[config.mk]
export PLATFORM = sky130hd
export DESIGN_NAME = stream_source
export DESIGN_NICKNAME = d
export VERILOG_FILES = /design/src/rtl/stream_source.sv
export SDC_FILE = /design/constraint.sdc
export NUM_CORES = 1
export LEC_CHECK = 0
export BUFFER_PORTS_ARGS = -buffer_cell sky130_fd_sc_hd__buf_4
export CORE_UTILIZATION = 59
export CTS_CLUSTER_DIAMETER = 100
export DETAILED_ROUTE_END_ITERATION = 12
export MAX_ROUTING_LAYER = met4
export PLACE_DENSITY = 0.85
export RECOVER_POWER = 100
export SYNTH_ARGS = -nofsm -noshare
export SYNTH_HDL_FRONTEND = slang
export SYNTH_SLANG_ARGS = --single-unit
[constraint.sdc]
create_clock -name clock -period 5.6 [get_ports clock]
set_clock_uncertainty 0.1 [all_clocks]
set_input_delay 0.56 -clock clock [delete_from_list [all_inputs] [get_ports clock]]
set_output_delay 0.56 -clock clock [all_outputs]
set_load 0.005 [all_outputs]
[src/rtl/stream_source.sv]
// Stream source: accepts a (start, stride, count) command and emits count bytes
// start, start+stride, ... over a valid/ready stream, counting backpressure cycles.
module stream_source #(
  parameter int COUNT_W = 8
) (
  input  logic               clock,
  input  logic               reset,
  input  logic [7:0]         cmd_start,
  input  logic [7:0]         cmd_stride,
  input  logic [COUNT_W-1:0] cmd_count,
  input  logic               cmd_valid,
  output logic               cmd_ready,
  output logic [7:0]         data,
  output logic               data_valid,
  input  logic               data_ready,
  output logic               busy,
  output logic               done,
  output logic [15:0]        stall_count
);

  typedef enum logic [1:0] {IDLE, SEND, DONE} state_e;

  state_e             state_q, state_d;
  logic [7:0]         data_q, data_d;
  logic [7:0]         stride_q, stride_d;
  logic [COUNT_W-1:0] rem_q, rem_d;
  logic [15:0]        stall_q, stall_d;
  logic               valid_q, valid_d;
  logic               done_q, done_d;
  logic               busy_q, busy_d;
  logic               ready_q, ready_d;

  always_comb begin
    state_d  = state_q;
    data_d   = data_q;
    stride_d = stride_q;
    rem_d    = rem_q;
    stall_d  = stall_q;
    valid_d  = valid_q;
    done_d   = 1'b0;
    busy_d   = busy_q;
    ready_d  = ready_q;
    case (state_q)
      IDLE: begin
        if (cmd_valid && ready_q) begin
          stall_d = 16'h0000;
          busy_d  = 1'b1;
          ready_d = 1'b0;
          if (cmd_count != '0) begin
            state_d  = SEND;
            data_d   = cmd_start;
            rem_d    = cmd_count;
            stride_d = cmd_stride;
            valid_d  = 1'b1;
          end else begin
            // Empty burst goes straight to the completion pulse.
            state_d = DONE;
            done_d  = 1'b1;
          end
        end
      end
      SEND: begin
        if (data_ready) begin
          data_d = data_q + stride_q;
          rem_d  = rem_q - COUNT_W'(1);
          if (rem_q == COUNT_W'(1)) begin
            state_d = DONE;
            valid_d = 1'b0;
            done_d  = 1'b1;
          end
        end else if (stall_q != 16'hFFFF) begin
          stall_d = stall_q + 16'd1;
        end
      end
      DONE: begin
        state_d = IDLE;
        busy_d  = 1'b0;
        ready_d = 1'b1;
      end
      default: begin
        state_d = IDLE;
        valid_d = 1'b0;
        busy_d  = 1'b0;
        ready_d = 1'b1;
      end
    endcase
  end

  always_ff @(posedge clock or negedge reset) begin
    if (!reset) begin
      state_q  <= IDLE;
      data_q   <= 8'h00;
      stride_q <= 8'h00;
      rem_q    <= '0;
      stall_q  <= 16'h0000;
      valid_q  <= 1'b0;
      done_q   <= 1'b0;
      busy_q   <= 1'b0;
      ready_q  <= 1'b1;
    end else begin
      state_q  <= state_d;
      data_q   <= data_d;
      stride_q <= stride_d;
      rem_q    <= rem_d;
      stall_q  <= stall_d;
      valid_q  <= valid_d;
      done_q   <= done_d;
      busy_q   <= busy_d;
      ready_q  <= ready_d;
    end
  end

  assign cmd_ready   = ready_q;
  assign data        = data_q;
  assign data_valid  = valid_q;
  assign busy        = busy_q;
  assign done        = done_q;
  assign stall_count = stall_q;

endmodule

-- Yosys cells after proc, flatten, opt, wreduce, memory -nomap -nowiden
Index checks and enable logic that the tools add are counted.
- register bits: 46
- bits in latches: 0
- memory bits (writable): 0
- bits in read-only memories: 0
- logic and storage cells: 65
- memories kept: 0
- $add $sub $neg: 3
- multipliers: 0
- divide/modulo/power cells: 0
- magnitude comparators: 0
- eq/ne operators: 10
- shifts and indexed selects: 0
- muxes and demuxes: 31
- bitwise operators: 2
- reduce and logical (&&, ||, !) cells: 10
- operators with widths (operator ; number):
    $mux W16 ; 3
    $mux W8 ; 6
    $pmux W16 S2 ; 1
    $pmux W8 S2 ; 2
    $add A16 B1 Y16 const B ; 1
    $ne A16 B16 Y1 const B ; 1
    $ne A2 B2 Y1 const B ; 6
    $mux W1 ; 10
    $add A8 B8 Y8 ; 1
    $eq A8 B1 Y1 const B ; 1
    $mux W2 ; 4
    $reduce_and A4 Y1 ; 2
    $reduce_bool A8 Y1 ; 1
    $sub A8 B1 Y8 const B ; 1
    $pmux W1 S2 ; 3
    $reduce_and A3 Y1 ; 2
    $reduce_and A5 Y1 ; 1
    $pmux W2 S2 ; 1
    $pmux W1 S3 ; 1
    $eq A2 B1 Y1 const B ; 1
    $eq A2 B2 Y1 const B ; 1
    $logic_not A2 Y1 ; 1
    $not A1 Y1 ; 2
    $reduce_and A2 Y1 ; 1
    2 further kinds ; 2

-- Depth between registers and ports, before layout
- depth in word-level cells: 4
- depth in mapped cells: 9

-- Least setup slack after synthesis
OpenSTA, ideal clock, no wires.
- path kind: input port to flip-flop
- from: in cmd_count[2]
- to: reg data_q[5] (netlist: data[5])
- arrival time: 1807 ps
- data required time: 5371 ps
- path slack: 3564 ps
- stages on the path: 6
- buffers on the path: 1
- cell sequence: or4_1 -> o21ba_2 -> buf_2 -> nand3_1 -> a21boi_0 -> o21ai_0
- cells in the longest elaborated chain, start to end: 3
- ends and longest elaborated chain (item ; RTL line ; RTL):
    start, declared ; 10 ; input logic [COUNT_W-1:0] cmd_count,
    $reduce_bool A8 Y1 ; 49 ; if (cmd_count != '0) begin
    $ne A2 B2 Y1 (no source line) ; -- ;
    $reduce_and A4 Y1 (no source line) ; -- ;
    end signal, assigned ; 102 ; data_q <= data_d;
    end, declared ; 24 ; logic [7:0] data_q, data_d;
Every way passes these cells.
A chain may end at the register's enable or synchronous reset.

-- Worst setup path in the final report
- from: reg state_q[1]
- to: reg stall_q[6] (netlist: stall_count[6])
- cells in the longest elaborated chain, start to end: 3
- elaborated cells between the ends (all ways): 8
- classes of those cells: eq/ne: 4; mux: 1; reduce/logical: 3
- ends and longest elaborated chain (item ; RTL line ; RTL):
    start, declared ; 23 ; state_e state_q, state_d;
    start signal, assigned ; 101 ; state_q <= state_d;
    $eq A2 B1 Y1 / $logic_not A2 Y1 (equally long branches) ; 43 ; case (state_q)
    $ne A2 B2 Y1 (no source line) / $reduce_bool A2 Y1 (equally long branches) ; -- ;
    $reduce_and A4 Y1 (no source line) ; -- ;
    end signal, assigned ; 105 ; stall_q <= stall_d;
    end, declared ; 27 ; logic [15:0] stall_q, stall_d;
Parallel ways exist; a longest one is shown, timed or not.

==> results.yml <==
clocking:
  clock_path_buffers: 2
  cts_hold_buf: 0
  cts_tree: "yes"
  post_cts_resized: 0
  cts_buffers: 5
  clkLatencyLatePin_ps: 300
  post_cts_buffers: 0
  path_clk_slew_ps: 90
  htreeDepth: 2
  numClockSinks: 46
  ctsRootBufferMaster: "clkbuf_8"
sta:
  finalCritPeriodShare: 0.677
  fmax_mhz: 264
  hold_viol: 0
  tns_ps: 0
  slew_headroom: -0.628
  whs_ps: 374
  period_minus_slack_ps: 3790
  setup_viol: 0
  drv_slew: 47
  rsz0062_at_grt: "false"
  worstMarginPinSlew_ps: 2440
yosys:
  synthFlopType: "dfrtp_1"
  ys_top_cells_by_area: "dfrtp_1 (42%), o21ai_0 (5.1%), ha_1 (4.7%)"
  syn-num-nets: 324
  synth_top_family_by_area: "compound AO/OA/AOI/OAI gates"
  synth-async-reset-ratio: 1.00
  synth.distinct_cells: 58
  synth_fa_ha_area_frac: 0.0545
  synth_xor_area_frac: 0.0164
  netlist_area_um2: 2670
  synth_top_cell_by_area: "dfrtp_1"
  yosys.area_share.simple: 0.194
  yosys_register_bits: 46
  synth_top_area_share: 0.423
  syn_avg_cell_area_um2: 9.35
  synth_edf_count: 0
  synth_compound_area_frac: 0.223
  synthCells: 285
  synthMuxAreaShare: 0.0333
  yosys_warnings: 0
  synth.yosys.seq_area_share: 0.432
worst_setup_path:
  startpoint_type: "flop"
  critical_path.cell_chain: "nand2b_1 -> or3_1 -> o21ai_0 -> or2_0 -> o31ai_1"
  arrival_ps: 3870
  cp.depth: 5
  reg2reg_from: "state_q[1]"
  r2r_cells: 5
  critical_path_class: "flop to flop"
  crit_path_end: "stall_count[6]"
  worstReg2RegEnd: "stall_count[6]"
  cp_max_fo: 36
  critPathLaunch: "state_q[1]"
  slowest_delay_ps: 1030
  r2r_slack_ps: 1810
  slowest_stage: "o21ai_0"
  end_kind: "flop"
  critical_path_buf_inv_count: 0
  required_ps: 5680
  cp_top_family: "simple AND/OR/NAND/NOR gates"
global_routing:
  grt_max_degree: 47
  antenna_found_initial: 0
  grt_pass1_vias: 2175
  grt-ovfl-total: 0
  gr-usage-all-layers: 0.282
  grt_pass1_wl_um: 10600
run_status:
  violations: "capacitance limit, slew limit"
  run_status: "finished, violations left"
placement:
  place_inst: 380
  port_buffers: 55
  post-dp-hpwl_um: 4410
  gp_congestion: 0.927
power:
  power_per_cell_area_nw_per_um2: 493
  power_mw: 1.53
  p_leak_nw: 1.38
  irDropWorstVdd_v: 0.000273
finish:
  drive_above_1_share: 0.217
  nets: 374
  diodes: 0
  layout.cells.most_common: "dfrtp_1"
  instances_no_fill: 388
  layout_common_cells: "dfrtp_1 (45), nor2_1 (29), o21ai_0 (29)"
  final.fill_count: 349
  final_util: 0.715
  area_growth_pct: 16.9
routing:
  antenna_left: 0
  vias: 2378
  wl_um: 6190
  dr.pass1.iters: 4
  viasPerCell: 6.13
  drc: 0
  routedWlPerCell_um: 16.0
  drt_iter0_markers: 177
floorplanning:
  initial_core_util: 0.612
  num_io_pins: 56
  dieArea_um2: 4790
  dieHeight_um: 69.2
  die_x_um: 69.2
  coreArea_um2: 4350
  rows: 24
worst_hold_path:
  hold_path.class: "input port to flop"
  hp-start: "cmd_stride[1]"
run:
  cap_violations: 1
-- synth_stat cells, types with 2 or more instances --
cell / n
a41oi_1: 2
xor2_1: 4
and4_1: 2
o21ai_1: 4
nor4_1: 2
buf_6: 4
or4_1: 5
clkbuf_1: 4
mux2_2: 7
a21oi_2: 2
a22oi_1: 3
inv_1: 10
or3_1: 5
buf_2: 5
a211oi_1: 3
nand3_1: 10
o2111ai_1: 2
o211ai_1: 3
nor2_1: 29
a21boi_0: 2
and3_1: 4
a21oi_1: 22
dfrtp_1: 45
nor2b_1: 3
nand2_1: 21
a31oi_1: 5
o31ai_1: 3
nor3_1: 7
nand3b_1: 3
ha_1: 10
o21ai_0: 27
-- cell type report --
class / count / area [um2] / share of cell area
clock buffer: 7 / 86.3 / 0.0277
clock inverter: 1 / 5.00 / 0.00161
inverter: 10 / 37.5 / 0.0121
multi-input combinational: 216 / 1360 / 0.435
sequential: 46 / 1150 / 0.370
tap: 52 / 65.1 / 0.0209
timing repair buffer: 56 / 413 / 0.133
-- how the worst min path moves through the flow --
stage	end	slack, ps	cells after the start
finish	stride_q[1]	370	3
global route	stride_q[1]	350	3
CTS	state_q[1]	180	1
detailed placement	stride_q[5]	400	1
global placement	rem_q[7]	390	2
floorplan	busy	160	0
-- cell families (layout without fill, tap and decap cells) --
kind of cell / Yosys count / count (layout)
DFF: 46 / 46
AOI/OAI and AO/OA: 92 / 92
muxes: 8 / 8
xor gates and xnor gates: 5 / 5
buffers and inverters: 23 / 74
adders and majority gates: 11 / 11
and+or+nand+nor: 100 / 100
-- per-layer routing --
layer,GRT usage,share of wire,vias up
met5,-,0,-
met4,0.0590,0.0066,0
met3,0.0509,0.050,4
met2,0.425,0.47,76
met1,0.405,0.47,1152
li1,-,-,1146
-- metrics by stage --
step | worst slack (ps) | cell area (um2)
floorplan | 3560 | 2670
detailed placement | 2820 | 3070
global route | 1580 | 3110
CTS | 3050 | 3160
global placement | 2960 | 3070
finish | 1810 | 3110
-- worst min-delay path: stages --
cell	delay (ps)
buf_4	80
nand2_1	40
o21ai_0	60
-- flip-flops by register name (all words and copies together) (netlist names) --
register / count
stall_count: 16
cmd_ready: 1
state_q: 2
stride_q: 8
done: 1
data_valid: 1
data: 8
busy: 1
rem_q: 8
-- report_power, final --
| part | leakage [nW] | switching (mW) | total [mW] | internal (mW) |
|---|---|---|---|---|
| logic | 0.751 | 0.432 | 0.762 | 0.330 |
| clock network | 0.0482 | 0.114 | 0.214 | 0.0999 |
| registers | 0.581 | 0.111 | 0.558 | 0.447 |
(Power assumes the default switching activity.)
